`src/rtl/fir_pkg.sv`:
```
// Shared types and helpers for the polyphase interpolating FIR.
package fir_pkg;

  // Controller states: idle, multiply-accumulate over one branch, emit one phase result
  typedef enum logic [1:0] {
    IDLE = 2'd0,
    MAC  = 2'd1,
    EMIT = 2'd2
  } fir_state_e;

  // Prototype coefficient used by branch `phase` at history position `tap`
  function automatic int coef_index(input int tap, input int phase, input int interp);
    return tap * interp + phase;
  endfunction

  // Accumulator width that holds a full branch sum without wrapping
  function automatic int acc_bits_f(input int product_bits, input int phase_taps);
    return product_bits + $clog2(phase_taps);
  endfunction

  localparam int DEF_DATA_IN_BITS  = 17;
  localparam int DEF_FILTER_BITS   = 12;
  localparam int DEF_FILTER_TAPS   = 32;
  localparam int DEF_INTERP        = 4;
  localparam int DEF_ACC_BITS      = acc_bits_f(DEF_DATA_IN_BITS + DEF_FILTER_BITS,
                                                DEF_FILTER_TAPS / DEF_INTERP);

endpackage

```
`src/rtl/fir_mac_unit.sv`:
```
// Registered multiply-accumulate with synchronous clear and output scaling.
// Optional macro SATURATE_EN: clamp the scaled output to all ones when any
// accumulator bit above the product width is set.
module fir_mac_unit #(
  parameter int A_BITS   = 17,
  parameter int B_BITS   = 12,
  parameter int ACC_BITS = 32,
  parameter int OUT_BITS = 17
) (
  input  logic                clk_i,
  input  logic                rst_ni,
  input  logic                clr_i,
  input  logic                en_i,
  input  logic [A_BITS-1:0]   a_i,
  input  logic [B_BITS-1:0]   b_i,
  output logic [OUT_BITS-1:0] result_o
);

  localparam int PROD_BITS = A_BITS + B_BITS;

  logic [PROD_BITS-1:0] prod;
  logic [ACC_BITS-1:0]  acc_q;
  logic [ACC_BITS-1:0]  acc_d;

  // Both operands widened so the product is computed at full width
  assign prod = {{B_BITS{1'b0}}, a_i} * {{A_BITS{1'b0}}, b_i};

  // Next accumulator: clear wins over accumulate
  always_comb begin
    acc_d = acc_q;
    if (clr_i) begin
      acc_d = '0;
    end else if (en_i) begin
      acc_d = acc_q + ACC_BITS'(prod);
    end
  end

  // Accumulator register
  always_ff @(posedge clk_i or negedge rst_ni) begin
    if (!rst_ni) begin
      acc_q <= '0;
    end else begin
      acc_q <= acc_d;
    end
  end

`ifdef SATURATE_EN
  assign result_o = (|acc_q[ACC_BITS-1:PROD_BITS]) ? {OUT_BITS{1'b1}}
                                                   : acc_q[PROD_BITS-1 -: OUT_BITS];
`else
  assign result_o = acc_q[PROD_BITS-1 -: OUT_BITS];
`endif

endmodule

```
`src/rtl/fir_interpolator.sv`:
```
// Time-multiplexed polyphase interpolating FIR: one multiplier, one
// accumulator, INTERP outputs per accepted input sample.
// Optional macro SATURATE_EN (handled in fir_mac_unit): saturate outputs
// whose branch sum exceeds the product width.
//
// state | meaning
// IDLE  | waiting for an input strobe
// MAC   | accumulating one polyphase branch, one tap per cycle
// EMIT  | registering the branch result; next phase or next sample
module fir_interpolator
  import fir_pkg::*;
#(
  parameter int DATA_IN_BITS  = 17,
  parameter int DATA_OUT_BITS = 17,
  parameter int FILTER_BITS   = 12,
  parameter int FILTER_TAPS   = 32,
  parameter int INTERP        = 4
) (
  input  logic                                    clk_i,
  input  logic                                    rst_ni,
  input  logic                                    data_in_ready_i,
  input  logic [DATA_IN_BITS-1:0]                 data_in_i,
  input  logic [FILTER_TAPS-1:0][FILTER_BITS-1:0] filter_coefficients_i,
  output logic                                    data_out_ready_o,
  output logic [DATA_OUT_BITS-1:0]                data_out_o,
  output logic                                    busy_o,
  output logic                                    overrun_o
);

  localparam int PHASE_TAPS   = FILTER_TAPS / INTERP;
  localparam int PRODUCT_BITS = DATA_IN_BITS + FILTER_BITS;
  localparam int ACC_BITS     = acc_bits_f(PRODUCT_BITS, PHASE_TAPS);
  localparam int TAP_W        = (PHASE_TAPS > 1) ? $clog2(PHASE_TAPS) : 1;
  localparam int PH_W         = $clog2(INTERP);
  localparam int CIDX_W       = $clog2(FILTER_TAPS);

  localparam logic [TAP_W-1:0] TAP_LAST = TAP_W'(PHASE_TAPS - 1);
  localparam logic [PH_W-1:0]  PH_LAST  = PH_W'(INTERP - 1);

  fir_state_e                state_q;
  logic [PH_W-1:0]           phase_q;
  logic [TAP_W-1:0]          tap_q;
  logic [DATA_IN_BITS-1:0]   hist_q     [PHASE_TAPS];
  logic [DATA_IN_BITS-1:0]   hist_d     [PHASE_TAPS];
  logic [DATA_OUT_BITS-1:0]  data_out_q;
  logic                      data_out_ready_q;
  logic                      overrun_q;

  logic                      accept;
  logic                      drop;
  logic [CIDX_W-1:0]         cidx;
  logic [FILTER_BITS-1:0]    coef_sel;
  logic [DATA_IN_BITS-1:0]   hist_sel;
  logic                      mac_clr;
  logic                      mac_en;
  logic [DATA_OUT_BITS-1:0]  mac_result;

  // A strobe is taken in IDLE or on the last EMIT; anywhere else it is lost
  assign accept = data_in_ready_i &&
                  ((state_q == IDLE) || ((state_q == EMIT) && (phase_q == PH_LAST)));
  assign drop   = data_in_ready_i && !accept;

  assign cidx     = CIDX_W'(coef_index(int'(tap_q), int'(phase_q), INTERP));
  assign coef_sel = filter_coefficients_i[cidx];
  assign hist_sel = hist_q[tap_q];

  // Accumulator only runs during MAC; every other state leaves it cleared
  assign mac_en  = (state_q == MAC);
  assign mac_clr = (state_q != MAC);

  // History as it looks after accepting data_in_i (newest at index 0)
  always_comb begin
    hist_d[0] = data_in_i;
    for (int i = 1; i < PHASE_TAPS; i++) begin
      hist_d[i] = hist_q[i-1];
    end
  end

  fir_mac_unit #(
    .A_BITS   (DATA_IN_BITS),
    .B_BITS   (FILTER_BITS),
    .ACC_BITS (ACC_BITS),
    .OUT_BITS (DATA_OUT_BITS)
  ) u_mac (
    .clk_i    (clk_i),
    .rst_ni   (rst_ni),
    .clr_i    (mac_clr),
    .en_i     (mac_en),
    .a_i      (hist_sel),
    .b_i      (coef_sel),
    .result_o (mac_result)
  );

  // Sequencer: walks taps then phases, owns history, output and overrun flag
  always_ff @(posedge clk_i or negedge rst_ni) begin
    if (!rst_ni) begin
      state_q          <= IDLE;
      phase_q          <= '0;
      tap_q            <= '0;
      data_out_q       <= '0;
      data_out_ready_q <= 1'b0;
      overrun_q        <= 1'b0;
      for (int i = 0; i < PHASE_TAPS; i++) begin
        hist_q[i] <= '0;
      end
    end else begin
      data_out_ready_q <= 1'b0;
      if (drop) begin
        overrun_q <= 1'b1;
      end
      if (accept) begin
        hist_q <= hist_d;
      end
      unique case (state_q)
        IDLE: begin
          if (accept) begin
            phase_q <= '0;
            tap_q   <= '0;
            state_q <= MAC;
          end
        end
        MAC: begin
          if (tap_q == TAP_LAST) begin
            tap_q   <= '0;
            state_q <= EMIT;
          end else begin
            tap_q <= tap_q + 1'b1;
          end
        end
        EMIT: begin
          data_out_q       <= mac_result;
          data_out_ready_q <= 1'b1;
          tap_q            <= '0;
          if (phase_q != PH_LAST) begin
            phase_q <= phase_q + 1'b1;
            state_q <= MAC;
          end else if (accept) begin
            // next sample starts without an idle bubble
            phase_q <= '0;
            state_q <= MAC;
          end else begin
            state_q <= IDLE;
          end
        end
        default: state_q <= IDLE;
      endcase
    end
  end

  assign data_out_o       = data_out_q;
  assign data_out_ready_o = data_out_ready_q;
  assign overrun_o        = overrun_q;
  assign busy_o           = (state_q != IDLE);

endmodule

```
`config.mk`:
```
export PLATFORM = sky130hd
export DESIGN_NAME = fir_interpolator
export DESIGN_NICKNAME = d
export VERILOG_FILES = /design/src/rtl/fir_pkg.sv /design/src/rtl/fir_mac_unit.sv /design/src/rtl/fir_interpolator.sv
export SDC_FILE = /design/constraint.sdc
export NUM_CORES = 1
export LEC_CHECK = 0
export CAP_MARGIN = 0
export CORE_MARGIN = 2
export CORE_UTILIZATION = 44
export DETAILED_ROUTE_END_ITERATION = 8
export PLACE_DENSITY = 0.87
export SETUP_SLACK_MARGIN = 0.5
export SLEW_MARGIN = 40
export SYNTH_ARGS = -nofsm -noshare
export SYNTH_HDL_FRONTEND = slang
export SYNTH_SLANG_ARGS = --single-unit
```
`constraint.sdc`:
```
create_clock -name clk_i -period 6.6 [get_ports clk_i]
set_input_delay 0.66 -clock clk_i [delete_from_list [all_inputs] [get_ports clk_i]]
set_output_delay 0.66 -clock clk_i [all_outputs]
set_load 0.005 [all_outputs]
```
==> impl_metrics.csv <==
group,metric,value,unit
run,maxCapViolCount,0,
synthesis,syn-cell-area,18200,um^2
synthesis,avgSynthCellArea,11.6,um^2
timing,max_slew_margin,54.5,%
worst_setup_path,crit_arrival,6.98,ns
synthesis,yosysTopAreaCellShare,26.2,%
timing,whs,0.0437,ns
worst_setup_path,cp_data_required_time,6.89,ns
detailed_routing,ant_nets,0,
outcome,status,"finished, violations left",
detailed_routing,avgRoutedWirePerCell,25.5,um
timing,setup_slack,-0.0866,ns
detailed_routing,drc,0,
synthesis,yosysTopAreaCell,"dfrtp_1",
detailed_routing,drt_iter0_drc,1320,
synthesis,synthArstFlopShare,100,%
global_routing,grt_max_degree,102,
timing,hold_viol_final,0,
clock_network,cts_buffers,17,
detailed_routing,finalWirelength,68400,um
global_routing,grt_pass1_vias,16097,
synthesis,synth_cell_types,42,
outcome,violations,"negative setup slack",
timing,finalSetupViolCount,12,
synthesis,synth_commonest_cells,"271 x inv_1, 191 x dfrtp_1, 177 x fa_1",
die,io_pins,424,
detailed_routing,drt_pass1_iterations,6,
detailed_routing,route.vias.total,15140,
placed_design,port_buffers,423,
cells_and_area,regArea,4790,um^2
clock_network,holdBufCountCts,0,
clock_network,h-tree-depth,4,
worst_setup_path,critical_path_class,"flip-flop to flip-flop",
detailed_routing,drt-vias-per-instance,5.64,
global_routing,gr-usage-met1,40.5,%
clock_network,cts-root-buf,"clkbuf_16",
placed_design,gp_congestion,0.976,
worst_setup_path,reg2reg_depth,25,
clock_network,cts.sinks,191,
cells_and_area,drive_gt1_share,30.7,%
cells_and_area,syn_to_final_growth,42.9,%
synthesis,synth_ff_type,"dfrtp_1",
clock_network,cts.reportedPaths.clkPinSlew,0.10,ns
worst_setup_path,critPathLaunch,"phase_q[0]",
synthesis,synth_nets,2220,
timing,slew_viol_final,0,
synthesis,ys_seq_elements,191,
worst_setup_path,endpoint_kind,"flip-flop",
worst_setup_path,cp-start-kind,"flip-flop",
global_routing,grt_pass1_wl,100000,um
die,die_w,208,um
worst_hold_path,hold_path_class,"primary input to async pin",
global_routing,grt_util_met3,6.43,%
synthesis,synth_edf_count,0,
clock_network,cts_max_path_buffers,2,
global_routing,grtUsageMet2,49.5,%
timing,fmax,150,MHz
worst_setup_path,rr_startpoint,"phase_q[0]",
synthesis,synth.yosys.warnings,0,
global_routing,top_usage_layer,"met2",
die,fp.coreArea,40800,um^2
synthesis,yosys.cell_count.top_type,"inv_1",
placed_design,placed_area,24300,um^2
global_routing,grt_remaining_overflow,0,
die,dieArea,43100,um^2
timing,skew,0.0224,ns
timing,rsz0062_at_grt,"true",
synthesis,yosysSeqAreaShare,26.2,%
timing,tns,-0.526,ns
timing,tightest_slew,0.682,ns
die,rows,74,
clock_network,cts_tree,"built",
die,die_h,208,um
timing,post-route-period-util,101,%
die,start_util,44.7,%
clock_network,insertion_delay,0.45,ns
timing,period_needed,6.69,ns
synthesis,netlist_top_cells_area,"dfrtp_1 26%, fa_1 19%, mux4_2 19%, mux2_2 9.6%, inv_1 5.6%",
worst_setup_path,critPathMaxFanout,8,
cells_and_area,multiInputGateArea,12800,um^2
placed_design,dp_hpwl,54700,um
global_routing,antenna_found_initial,15,
synthesis,netlist_instances,1570,
global_routing,grt_util_all_layers,31.3,%
cells_and_area,fin_nets,2779,
cells_and_area,final_cell_area,26100,um^2
cells_and_area,final.fill_count,2909,
## worst max-delay path: stages (launching register included)
cell        delay, ns
dfrtp_4          0.46
buf_12           0.15
buf_12           0.14
buf_6            0.12
mux4_2           0.56
mux4_2           0.52
mux2i_4          0.18
buf_12           0.16
clkinvlp_4       0.15
nand2_2          0.10
fa_1             0.45
fa_1             0.54
inv_2            0.05
fa_1             0.50
fa_1             0.53
inv_2            0.04
fa_1             0.49
inv_2            0.05
ha_4             0.29
nand2_2          0.08
a21oi_4          0.20
a211oi_4         0.11
o31ai_4          0.27
o21ai_1          0.15
xor2_1           0.19
nor2_1           0.06
## state kept, by name, summed over array words and instances (netlist names)
name              cells
u_mac.acc_q          29
tap_q                 3
hist_q               17
overrun_o             1
data_out_o           17
hist_d              119
phase_q               2
data_out_ready_o      1
state_q               2
## logic make-up (layout without fill, tap and decap cells)
kind of cell             after synthesis  in the layout  synth area share [%]
AO/OA/AOI/OAI                         96             96                  3.34
XOR/XNOR                              21             21                  1.01
adder cells (fa/ha/maj)              246            246                  24.2
buffers and inverters                349            920                  7.63
flip-flops                           191            191                  26.2
multiplexers                         333            334                  30.0
other                                  0             11                     0
AND/OR/NAND/NOR                      334            334                  7.62
## layout by cell type (no fill, tap or decap), types with 10 or more instances in the layout
master	n
a21oi_1	10
nor2_1	126
mux2i_1	15
buf_6	20
mux2_2	152
nand2b_1	16
buf_4	143
ha_4	13
clkdlybuf4s50_1	420
xor2_1	12
inv_1	255
clkbuf_16	19
ha_1	54
mux4_2	154
and2_1	12
buf_12	21
inv_2	15
dfrtp_1	186
a21o_1	15
nand2_1	134
fa_1	169
o21ai_0	14
diode_2	11
## through the flow
| stage | util, % | worst slack (ns) | cells |
|---|---|---|---|
| floorplan | - | 0.481 | 1570 |
| global placement | 59.4 | -0.675 | 2584 |
| detailed placement | 59.5 | -0.682 | 2584 |
| CTS | 61.7 | -0.0259 | 2637 |
| global route | 63.8 | -0.282 | 2681 |
| finish | 63.8 | -0.0866 | 2685 |
## layer usage
layer	vias up	share of wire, %
met2	821	46
met5	-	0.13
met3	202	8.3
met4	12	7.0
met1	7675	38
li1	6430	-
## final cells by class
| type | count | share of cell area [%] |
|---|---|---|
| inverter | 272 | 3.93 |
| clock inverter | 14 | 0.653 |
| antenna | 11 | 0.106 |
| timing repair buffer | 616 | 23.7 |
| sequential | 191 | 18.4 |
| clock buffer | 18 | 1.65 |
| multi-input combinational | 1031 | 49.0 |
| tap | 532 | 2.55 |
## path summary, 6_finish.rpt
kind | endpoint | slack, ns
setup / recovery | u_mac.acc_q[18] | -0.09
hold / removal | data_out_o[12] | 0.04
setup reg to reg | u_mac.acc_q[18] | -0.09
hold reg to reg | data_out_o[3] | 0.48
max in group asynchronous | hist_d[57] | 5.11
min in group clk_i | data_out_o[3] | 0.48
## what timing repair did
action | 4_1_cts | 5_1_grt
gates resized for setup | 29 | 101
endpoints found under the hold margin | 0 | 0
endpoints found under the setup margin | 21 | 22
pin swaps | 13 | 39
cloned | 3 | 3
setup buffers | 18 | 33
Power is left out: the tool's default activity adds up to more than one toggle a clock period on the data nets, which glitch-free logic cannot reach.
